--- src/rtl/dphy_tx_lane_seq.sv ---
// D-PHY HS transmit sequencer for one data lane.
// Walks the lane through LP-11 -> LP-01 -> LP-00 -> HS-zero -> sync (0xB8)
// -> payload -> HS-trail -> LP-11. All outputs are registered: the action
// chosen in cycle t (from state and inputs) appears on the outputs at t+1.
//
// Ports:
//   clk_i          byte clock
//   rst_n_i        asynchronous active-low reset
//   s_valid_i      payload byte valid / burst request when idle
//   s_data_i[7:0]  payload byte, bit 0 first on the wire
//   s_last_i       final byte of the packet
//   s_ready_o      payload byte accepted when s_valid_i & s_ready_o
//   hs_en_o        HS driver enable
//   hs_byte_o[7:0] byte to the LSB-first serializer
//   lp_o[1:0]      LP line state {Dp, Dn}
//   busy_o         high whenever not IDLE
//   packet_done_o  one-cycle pulse when the burst ends
//   underflow_o    one-cycle pulse when the payload stream is starved
module dphy_tx_lane_seq #(
   parameter int unsigned LP01_CYCLES   = 4,
   parameter int unsigned LP00_CYCLES   = 6,
   parameter int unsigned HS_ZERO_BYTES = 8,
   parameter int unsigned TRAIL_BYTES   = 4
) (
   input  logic       clk_i,
   input  logic       rst_n_i,
   input  logic       s_valid_i,
   input  logic [7:0] s_data_i,
   input  logic       s_last_i,
   output logic       s_ready_o,
   output logic       hs_en_o,
   output logic [7:0] hs_byte_o,
   output logic [1:0] lp_o,
   output logic       busy_o,
   output logic       packet_done_o,
   output logic       underflow_o
);

   localparam int unsigned MAX_A = (LP01_CYCLES > LP00_CYCLES) ? LP01_CYCLES : LP00_CYCLES;
   localparam int unsigned MAX_B = (HS_ZERO_BYTES > TRAIL_BYTES) ? HS_ZERO_BYTES : TRAIL_BYTES;
   localparam int unsigned MAX_P = (MAX_A > MAX_B) ? MAX_A : MAX_B;
   localparam int unsigned CNT_W = $clog2(MAX_P) + 1;

   localparam logic [7:0] SYNC_BYTE = 8'hB8;
   localparam logic [1:0] LP_11     = 2'b11;
   localparam logic [1:0] LP_01     = 2'b01;
   localparam logic [1:0] LP_00     = 2'b00;

   localparam logic [CNT_W-1:0] LD_LP01  = CNT_W'(LP01_CYCLES - 1);
   localparam logic [CNT_W-1:0] LD_LP00  = CNT_W'(LP00_CYCLES - 1);
   localparam logic [CNT_W-1:0] LD_ZERO  = CNT_W'(HS_ZERO_BYTES - 1);
   localparam logic [CNT_W-1:0] LD_TRAIL = CNT_W'(TRAIL_BYTES - 1);
   localparam logic [CNT_W-1:0] CNT_ONE  = CNT_W'(1);

   typedef enum logic [2:0] {
      IDLE,
      LP01,
      LP00,
      HS_ZERO,
      SYNC,
      PAYLOAD,
      TRAIL,
      EXIT
   } state_t;

   state_t           state_q, state_d;
   logic [CNT_W-1:0] cnt_q, cnt_d;
   logic             last_bit_q, last_bit_d;

   logic       ready_d;
   logic       hs_en_d;
   logic [7:0] hs_byte_d;
   logic [1:0] lp_d;
   logic       busy_d;
   logic       done_d;
   logic       underflow_d;

   logic       cnt_zero;
   logic [7:0] trail_byte;

   assign cnt_zero   = (cnt_q == '0);
   assign trail_byte = {8{~last_bit_q}};

   // State, counter and registered outputs.
   always_ff @(posedge clk_i or negedge rst_n_i) begin
      if (!rst_n_i) begin
         state_q       <= IDLE;
         cnt_q         <= '0;
         last_bit_q    <= 1'b0;
         s_ready_o     <= 1'b0;
         hs_en_o       <= 1'b0;
         hs_byte_o     <= 8'h00;
         lp_o          <= LP_11;
         busy_o        <= 1'b0;
         packet_done_o <= 1'b0;
         underflow_o   <= 1'b0;
      end else begin
         state_q       <= state_d;
         cnt_q         <= cnt_d;
         last_bit_q    <= last_bit_d;
         s_ready_o     <= ready_d;
         hs_en_o       <= hs_en_d;
         hs_byte_o     <= hs_byte_d;
         lp_o          <= lp_d;
         busy_o        <= busy_d;
         packet_done_o <= done_d;
         underflow_o   <= underflow_d;
      end
   end

   // Next state and the action to present on the outputs next cycle.
   always_comb begin
      state_d     = state_q;
      cnt_d       = cnt_q;
      last_bit_d  = last_bit_q;
      hs_en_d     = 1'b0;
      hs_byte_d   = 8'h00;
      lp_d        = LP_11;
      done_d      = 1'b0;
      underflow_d = 1'b0;

      unique case (state_q)
         IDLE: begin
            if (s_valid_i) begin
               state_d = LP01;
               cnt_d   = LD_LP01;
               lp_d    = LP_01;
            end
         end

         LP01: begin
            if (cnt_zero) begin
               state_d = LP00;
               cnt_d   = LD_LP00;
               lp_d    = LP_00;
            end else begin
               cnt_d = cnt_q - CNT_ONE;
               lp_d  = LP_01;
            end
         end

         LP00: begin
            lp_d = LP_00;
            if (cnt_zero) begin
               state_d = HS_ZERO;
               cnt_d   = LD_ZERO;
               hs_en_d = 1'b1;
            end else begin
               cnt_d = cnt_q - CNT_ONE;
            end
         end

         HS_ZERO: begin
            lp_d    = LP_00;
            hs_en_d = 1'b1;
            if (cnt_zero) begin
               state_d    = SYNC;
               hs_byte_d  = SYNC_BYTE;
               last_bit_d = SYNC_BYTE[7];
            end else begin
               cnt_d = cnt_q - CNT_ONE;
            end
         end

         // s_ready_o is high in both; a missing byte cannot stall the lane.
         SYNC, PAYLOAD: begin
            lp_d    = LP_00;
            hs_en_d = 1'b1;
            if (s_valid_i) begin
               hs_byte_d  = s_data_i;
               last_bit_d = s_data_i[7];
               if (s_last_i) begin
                  state_d = TRAIL;
                  cnt_d   = LD_TRAIL;
               end else begin
                  state_d = PAYLOAD;
               end
            end else begin
               underflow_d = 1'b1;
               hs_byte_d   = trail_byte;
               state_d     = TRAIL;
               cnt_d       = LD_TRAIL;
            end
         end

         TRAIL: begin
            lp_d      = LP_00;
            hs_en_d   = 1'b1;
            hs_byte_d = trail_byte;
            if (cnt_zero) begin
               state_d = EXIT;
            end else begin
               cnt_d = cnt_q - CNT_ONE;
            end
         end

         EXIT: begin
            done_d  = 1'b1;
            state_d = IDLE;
         end

         default: begin
            state_d = IDLE;
         end
      endcase

      ready_d = (state_d == SYNC) || (state_d == PAYLOAD);
      busy_d  = (state_d != IDLE);
   end

endmodule

--- config.mk ---
export PLATFORM = sky130hd
export DESIGN_NAME = dphy_tx_lane_seq
export DESIGN_NICKNAME = d
export VERILOG_FILES = /design/src/rtl/dphy_tx_lane_seq.sv
export SDC_FILE = /design/constraint.sdc
export NUM_CORES = 1
export LEC_CHECK = 0
export CORE_UTILIZATION = 55
export CTS_BUF_LIST = sky130_fd_sc_hd__clkbuf_8
export DETAILED_ROUTE_END_ITERATION = 8
export PLACE_DENSITY_LB_ADDON = 0.25
export SYNTH_ARGS = -nofsm -noshare
export SYNTH_HDL_FRONTEND = slang
export SYNTH_SLANG_ARGS = --single-unit
--- constraint.sdc ---
create_clock -name clk_i -period 4.8 [get_ports clk_i]
set_input_delay 0.72 -clock clk_i [delete_from_list [all_inputs] [get_ports clk_i]]
set_output_delay 0.72 -clock clk_i [all_outputs]
set_load 0.01 [all_outputs]
==> key figures, run 1 <==
Finish
  • Fin util: 73.66%
  • Diode count: 0
  • Layout cells sized above 1: 4.965%
  • Area Growth Syn to Fin: 26.51%
  • Nets@finish: 156

CTS
  • Post-CTS Hold Fix Bufs: 0
  • TritonCTS clock tree: yes
  • Longest Clk Path Bufs: 2
  • Post CTS Setup Buffer Count: 0
  • CTS buffer count: 3
  • Clock Pin Slew Worst Setup and Hold Paths: 0.08 ns
  • CTS root buffer: clkbuf_8
  • Clk sinks: 23
  • Post-cts resize count: 0
  • Worst skew pair latency: 0.26 ns
  • H-tree level count: 1

Detailed routing
  • DRT iter0 DRCs: 12
  • Wl on met1: 1.078 mm
  • Highest routed layer: met4
  • Drt first pass iters: 4
  • Via Count: 984
  • Vias/cell: 5.857
  • Detailed-route wire length: 2.431 mm
  • WL per Instance: 14.47 µm
  • Antenna-violating nets left: 0
  • Detail Route met2 WL: 1.219 mm
  • DRC violations left: 0
  • Met3 routed WL: 98 µm

GRT
  • Remaining Overflow, GRT: 0
  • Global Route Usage Sum: 23.58%
  • Global-route wire length before repair: 3.781 mm
  • Largest net degree at the start of global routing: 24
  • Initial antenna violation count: 0
  • Vias in the first global route: 851

Timing
  • Achievable frequency: 0.4683 GHz
  • Hold Violations, Final: 0
  • Tcrit/Tclk final: 44.49%
  • Max Transition Viols Final: 0
  • Final min period: 2.135 ns
  • Final setup vio count: 0
  • Clock Skew: 0.002616 ns
  • Slew Limit Headroom: 33.97%
  • RSZ-0062 raised after global routing: false
  • Setup TNS Final: 0 ns
  • Slew at the pin closest to its max-slew limit: 0.9873 ns
  • Hold_ws: 0.5513 ns

Yosys
  • Synthesized flop and latch total: 23
  • Seq/Total Area, Yosys: 50.60%
  • Post-synthesis cell type count: 35
  • Post-synth EDFFs: 0
  • Ys Warns: 0
  • Synth Net Count: 132
  • Cell Area, Synth: 1142 µm²
  • Post-synth ARST share: 100.0%
  • Syn Inst Count: 118
  • Synth Flop Type: dfrtp_1
  • Syn Area/Cell: 9.681 µm²

Floorplanning
  • Die width: 47.58 µm
  • Rows: 16
  • Core Footprint: 1962 µm²
  • Die ar.: 2263 µm²
  • Die Height: 47.58 µm
  • Initial Util: 58.23%
  • Io pins: 27

Worst setup path
  • Worst Path Required: 4.99 ns
  • Crit Path Class: in -> reg
  • Crit path max fanout: 14
  • Data arrival, critical path: 2.32 ns
  • Crit path capture type: flip-flop
  • Type of origin of the critical path: primary input

Placed design
  • # port buffers: 26
  • GP Congestion: 0.7556
  • Detailed Place HPWL: 1.646 mm

Run
  • Max Cap Viol: 0

Worst hold path
  • Worst hold path type: reg -> reg

Pwr
  • P_leak: 0.6203 nW
  • VDD IR max: 0.0004061 V
  • PwrDens: 512.9 nW/µm²

Run status
  • Status: finished clean
cells in the mapped netlist, types with 3 or more instances:
| master | count | area share [%] |
|---|---|---|
| nand2_1 | 6 | 2.0 |
| nor3_1 | 5 | 2.2 |
| o21ai_0 | 9 | 3.9 |
| o21a_1 | 4 | 2.6 |
| a21oi_1 | 11 | 4.8 |
| o2bb2ai_1 | 3 | 2.3 |
| inv_1 | 5 | 1.6 |
| nor2b_1 | 4 | 2.2 |
| clkbuf_1 | 3 | 0.99 |
| dfrtp_1 | 21 | 46 |
| nor2_1 | 13 | 4.3 |
| nand3_1 | 4 | 1.8 |
worst paths after layout:
kind,startpoint,cells after the start,slack (ns),endpoint
max in group asynchronous,rst_n_i,1,3.20,last_bit_q
hold reg to reg,cnt_q[1],1,0.55,cnt_q[1]
min in group asynchronous,rst_n_i,1,1.00,packet_done_o
setup / recovery,s_valid_i,5,2.66,cnt_q[2]
setup reg to reg,cnt_q[0],5,2.83,cnt_q[0]
hold / removal,cnt_q[1],1,0.55,cnt_q[1]
power by group:
group / total [mW] / switching, mW / leakage, nW / internal (mW)
Combinational: 0.304 / 0.153 / 0.306 / 0.151
Clock: 0.116 / 0.0590 / 0.0269 / 0.0571
Sequential: 0.321 / 0.0726 / 0.288 / 0.249
sequential cells by signal (all words and copies together) (netlist names):
register	flops
lp_o	2
busy_o	1
underflow_o	1
packet_done_o	1
s_ready_o	1
last_bit_q	1
cnt_q	4
state_q	3
hs_byte_o	8
hs_en_o	1
cells by family (layout without fill, tap and decap cells):
family                     Yosys count  in the layout  share of synthesized area [%]
and+or+nand+nor                     43             43                          20.59
AOI/OAI and AO/OA                   35             35                          19.28
DFF                                 23             23                          50.60
buffers and inverters               12             35                          4.819
adders and majority gates            2              2                          2.190
muxes                                2              2                          1.753
xor gates and xnor gates             1              1                         0.7668
critical path: stages:
cell and delay, ns:
clkdlybuf4s50_1 0.64, or4_4 0.53, and3_4 0.21, o21ai_0 0.09, o2bb2ai_1 0.14
cell type report:
cell class                      instances  area, µm²
Clock inverter                          1      3.754
Tap cell                               27      33.78
Clock buffer                            3      41.29
Multi-Input combinational cell         83      509.2
Timing Repair Buffer                   26      260.3
Sequential cell                        23      578.1
Inverter                                5      18.77
Fill cell                             150      516.7
placed cells by master (no fill, tap or decap), drive strengths merged:
cell           count
nand3              4
nand4bb            2
or4                1
o21ai             10
and3               2
o2bb2ai            3
clkdlybuf4s50     26
o21a               4
mux2i              2
nor3b              1
and2               1
nor2b              4
a21oi             11
nor2              13
o211ai             1
ha                 2
o32a               1
dfstp              2
nand2              6
dfrtp             21
o2111ai            1
nand2b             2
or3b               1
xnor2              1
inv                6
clkbuf             3
nor3               5
or2b               1
a21boi             1
a22oi              1
o221ai             2
per-layer routing:
layer,GRT usage [%],vias up
li1,-,463
met1,33.73,490
met2,38.36,26
met3,2.264,5
met4,6.667,0
met5,0,-
through the flow:
step,power (mW),setup WS (ns),instance area (µm²),instances
finish,0.7413,2.665,1445,168
global placement,0.6035,2.493,1400,164
CTS,0.7373,2.678,1445,168
detailed placement,0.6156,2.449,1400,164
global route,0.7944,2.600,1445,168
floorplan,0.5173,3.149,1142,118
Power figures use the tool's default switching activity.
==> run 2: changes to the inputs <==
--- a/config.mk
+++ b/config.mk
@@ -5,7 +5,7 @@
 export SDC_FILE = /design/constraint.sdc
 export NUM_CORES = 1
 export LEC_CHECK = 0
-export CORE_UTILIZATION = 55
+export CORE_UTILIZATION = 46
 export CTS_BUF_LIST = sky130_fd_sc_hd__clkbuf_8
 export DETAILED_ROUTE_END_ITERATION = 8
 export PLACE_DENSITY_LB_ADDON = 0.25
==> constraint.sdc (replaced) <==
create_clock -name clk_i -period 1.7 [get_ports clk_i]
set_input_delay 0.255 -clock clk_i [delete_from_list [all_inputs] [get_ports clk_i]]
set_output_delay 0.255 -clock clk_i [all_outputs]
set_load 0.01 [all_outputs]
==> key figures, run 2 (synthesis gave the netlist of run 1 again) <==
Finish
  • Most flops, register: hs_byte_o
  • Biggest regs: hs_byte_o (8), cnt_q (4), state_q (3)
  • Area Growth Syn to Fin: 36.36%
  • Final Instance Count excl. Fillers: 182 (+8.3%)
  • Fin util: 68.44% (-5.2 points)
  • Most frequent cells in the layout: clkdlybuf4s50_1, dfrtp_1, nor2_1, buf_4, a21oi_1
  • Commonest non-fill, non-tap cell in the layout: clkdlybuf4s50_1
  • Nets@finish: 169 (+8.3%)
  • Layout cells sized above 1: 15.58% (+11 points)
  • Diode count: 0 (unchanged)
  • Max FFs per register: 8 (unchanged)

Pwr
  • Tot Pwr: 2.278 mW (+210%)
  • PwrDens: 1462 nW/µm² (+190%)
  • P_leak: 0.6828 nW (+10%)
  • VDD IR max: 0.0009285 V (+130%)

Placed design
  • # port buffers: 26 (unchanged)
  • GP Congestion: 0.8485 (+12%)
  • Detailed Place HPWL: 1.855 mm (+13%)
  • Placed cells: 176 (+7.3%)
  • Pre-CTS setup slack: 0.03537 ns (-2.414 ns)

Timing
  • Clock Skew: 0.002835 ns (+0.0002190 ns)
  • Slack of the critical path: 0.05997 ns (-2.605 ns)
  • Hold Violations, Final: 0 (unchanged)
  • Setup TNS Final: 0 ns (unchanged)
  • Max Transition Viols Final: 0 (unchanged)
  • Final setup vio count: 0 (unchanged)
  • Slew Limit Headroom: 81.76% (+48 points)
  • Tcrit/Tclk final: 96.47%
  • Slew at the pin closest to its max-slew limit: 0.2735 ns (-0.7138 ns)
  • Final min period: 1.640 ns
  • Achievable frequency: 0.6097 GHz
  • RSZ-0062 raised after global routing: true

Floorplanning
  • Die Height: 51.84 µm (+9.0%)
  • Core Footprint: 2276 µm² (+16%)
  • Die ar.: 2687 µm² (+19%)
  • Io pins: 27 (unchanged)
  • Die width: 51.84 µm (+9.0%)
  • Rows: 17 (+1)
  • Initial Util: 50.19% (-8.0 points)

CTS
  • Clock Pin Slew Worst Setup and Hold Paths: 0.09 ns (about the same)
  • CTS root buffer: clkbuf_8
  • Clk sinks: 23 (unchanged)
  • TritonCTS clock tree: yes
  • Worst skew pair latency: 0.27 ns (about the same)
  • Longest Clk Path Bufs: 2 (unchanged)
  • H-tree level count: 1 (unchanged)
  • CTS buffer count: 3 (unchanged)
  • Post-CTS Hold Fix Bufs: 0 (unchanged)

GRT
  • Initial antenna violation count: 0 (unchanged)
  • Global-route wire length before repair: 4.181 mm (+11%)
  • Largest net degree at the start of global routing: 24 (unchanged)
  • Remaining Overflow, GRT: 0 (unchanged)
  • Global Route Usage Sum: 20.93% (-2.6 points)
  • Vias in the first global route: 961 (+13%)

Detailed routing
  • DRC violations left: 0 (unchanged)
  • WL per Instance: 14.03 µm (-3.1%)
  • DRT iter0 DRCs: 19 (+7)
  • Vias/cell: 5.555 (-5.2%)
  • Antenna-violating nets left: 0 (unchanged)
  • Via Count: 1011 (+2.7%)
  • Detailed-route wire length: 2.553 mm (+5.0%)
  • Drt first pass iters: 4 (unchanged)

Worst setup path
  • Type of origin of the critical path: flip-flop
  • Worst Path Required: 1.90 ns (-3.09 ns)
  • Worst reg2reg path depth: 5 (unchanged)
  • Family with the most delay on the worst path: compound AO/OA/AOI/OAI gates
  • Cells along the critical path: inv_1, ha_2, or3b_4, o32a_1, o2bb2ai_1
  • Crit path max-delay cell type: or3b_4
  • Crit path depth: 5 (unchanged)
  • Crit path max fanout: 6 (-8)
  • Data arrival, critical path: 1.84 ns (-0.48 ns)
  • R2R Setup Slk: 0.06 ns (-2.77 ns)
  • Buf+Inv Stages, Crit Path: 1 (unchanged)
  • Crit Path Class: reg -> reg
  • Crit path capture type: flip-flop
  • Max incr delay on CP: 0.42 ns (-0.22 ns)

Run
  • Max Cap Viol: 0 (unchanged)

Run status
  • Status: finished clean

Worst hold path
  • Worst hold path type: in -> async
## run 2: per-stage QoR
step                      cell area, µm²  hold slack, ns
after floorplan                     1142        -0.04059
after global routing                1558          0.3520
after CTS                           1533          0.3512
after global placement              1484          0.5018
after detailed placement            1484          0.5168
final                               1558          0.3285
## run 2: report_power, final
| group | internal [mW] | switching [mW] |
|---|---|---|
| Clock | 0.166 | 0.186 |
| Combinational | 0.561 | 0.565 |
| Sequential | 0.704 | 0.0953 |
| Total | 1.43 | 0.846 |
## run 2: repair_timing
action | 4_1_cts | 5_1_grt
resized for setup | 0 | 5
setup endpoints to repair | 0 | 10
buffers inserted | 0 | 2
## run 2: layout make-up
| type | count | area [µm²] |
|---|---|---|
| fill | 177 | 718.2 |
| sequential | 23 | 578.1 |
| multi-input combinational | 83 | 519.2 |
| timing repair buffer | 39 | 357.8 |
| clock buffer | 3 | 41.29 |
| tap | 28 | 35.03 |
| inverter | 5 | 18.77 |
| clock inverter | 1 | 7.507 |
## run 2: worst paths after layout
kind                       startpoint            to
max                          cnt_q[0]      cnt_q[2]
min                           rst_n_i  hs_byte_o[4]
max reg2reg                  cnt_q[0]      cnt_q[2]
min reg2reg                  cnt_q[3]      cnt_q[3]
max in group asynchronous     rst_n_i       lp_o[0]
min in group clk_i           cnt_q[3]      cnt_q[3]
## run 2: metal layers
layer / vias up / share of wire (%) / GRT usage, %
li1: 487 / - / -
met1: 488 / 43 / 28.44
met2: 32 / 52 / 34.19
met3: 4 / 4.2 / 2.047
met4: 0 / 1.1 / 8.108
met5: - / 0 / 0
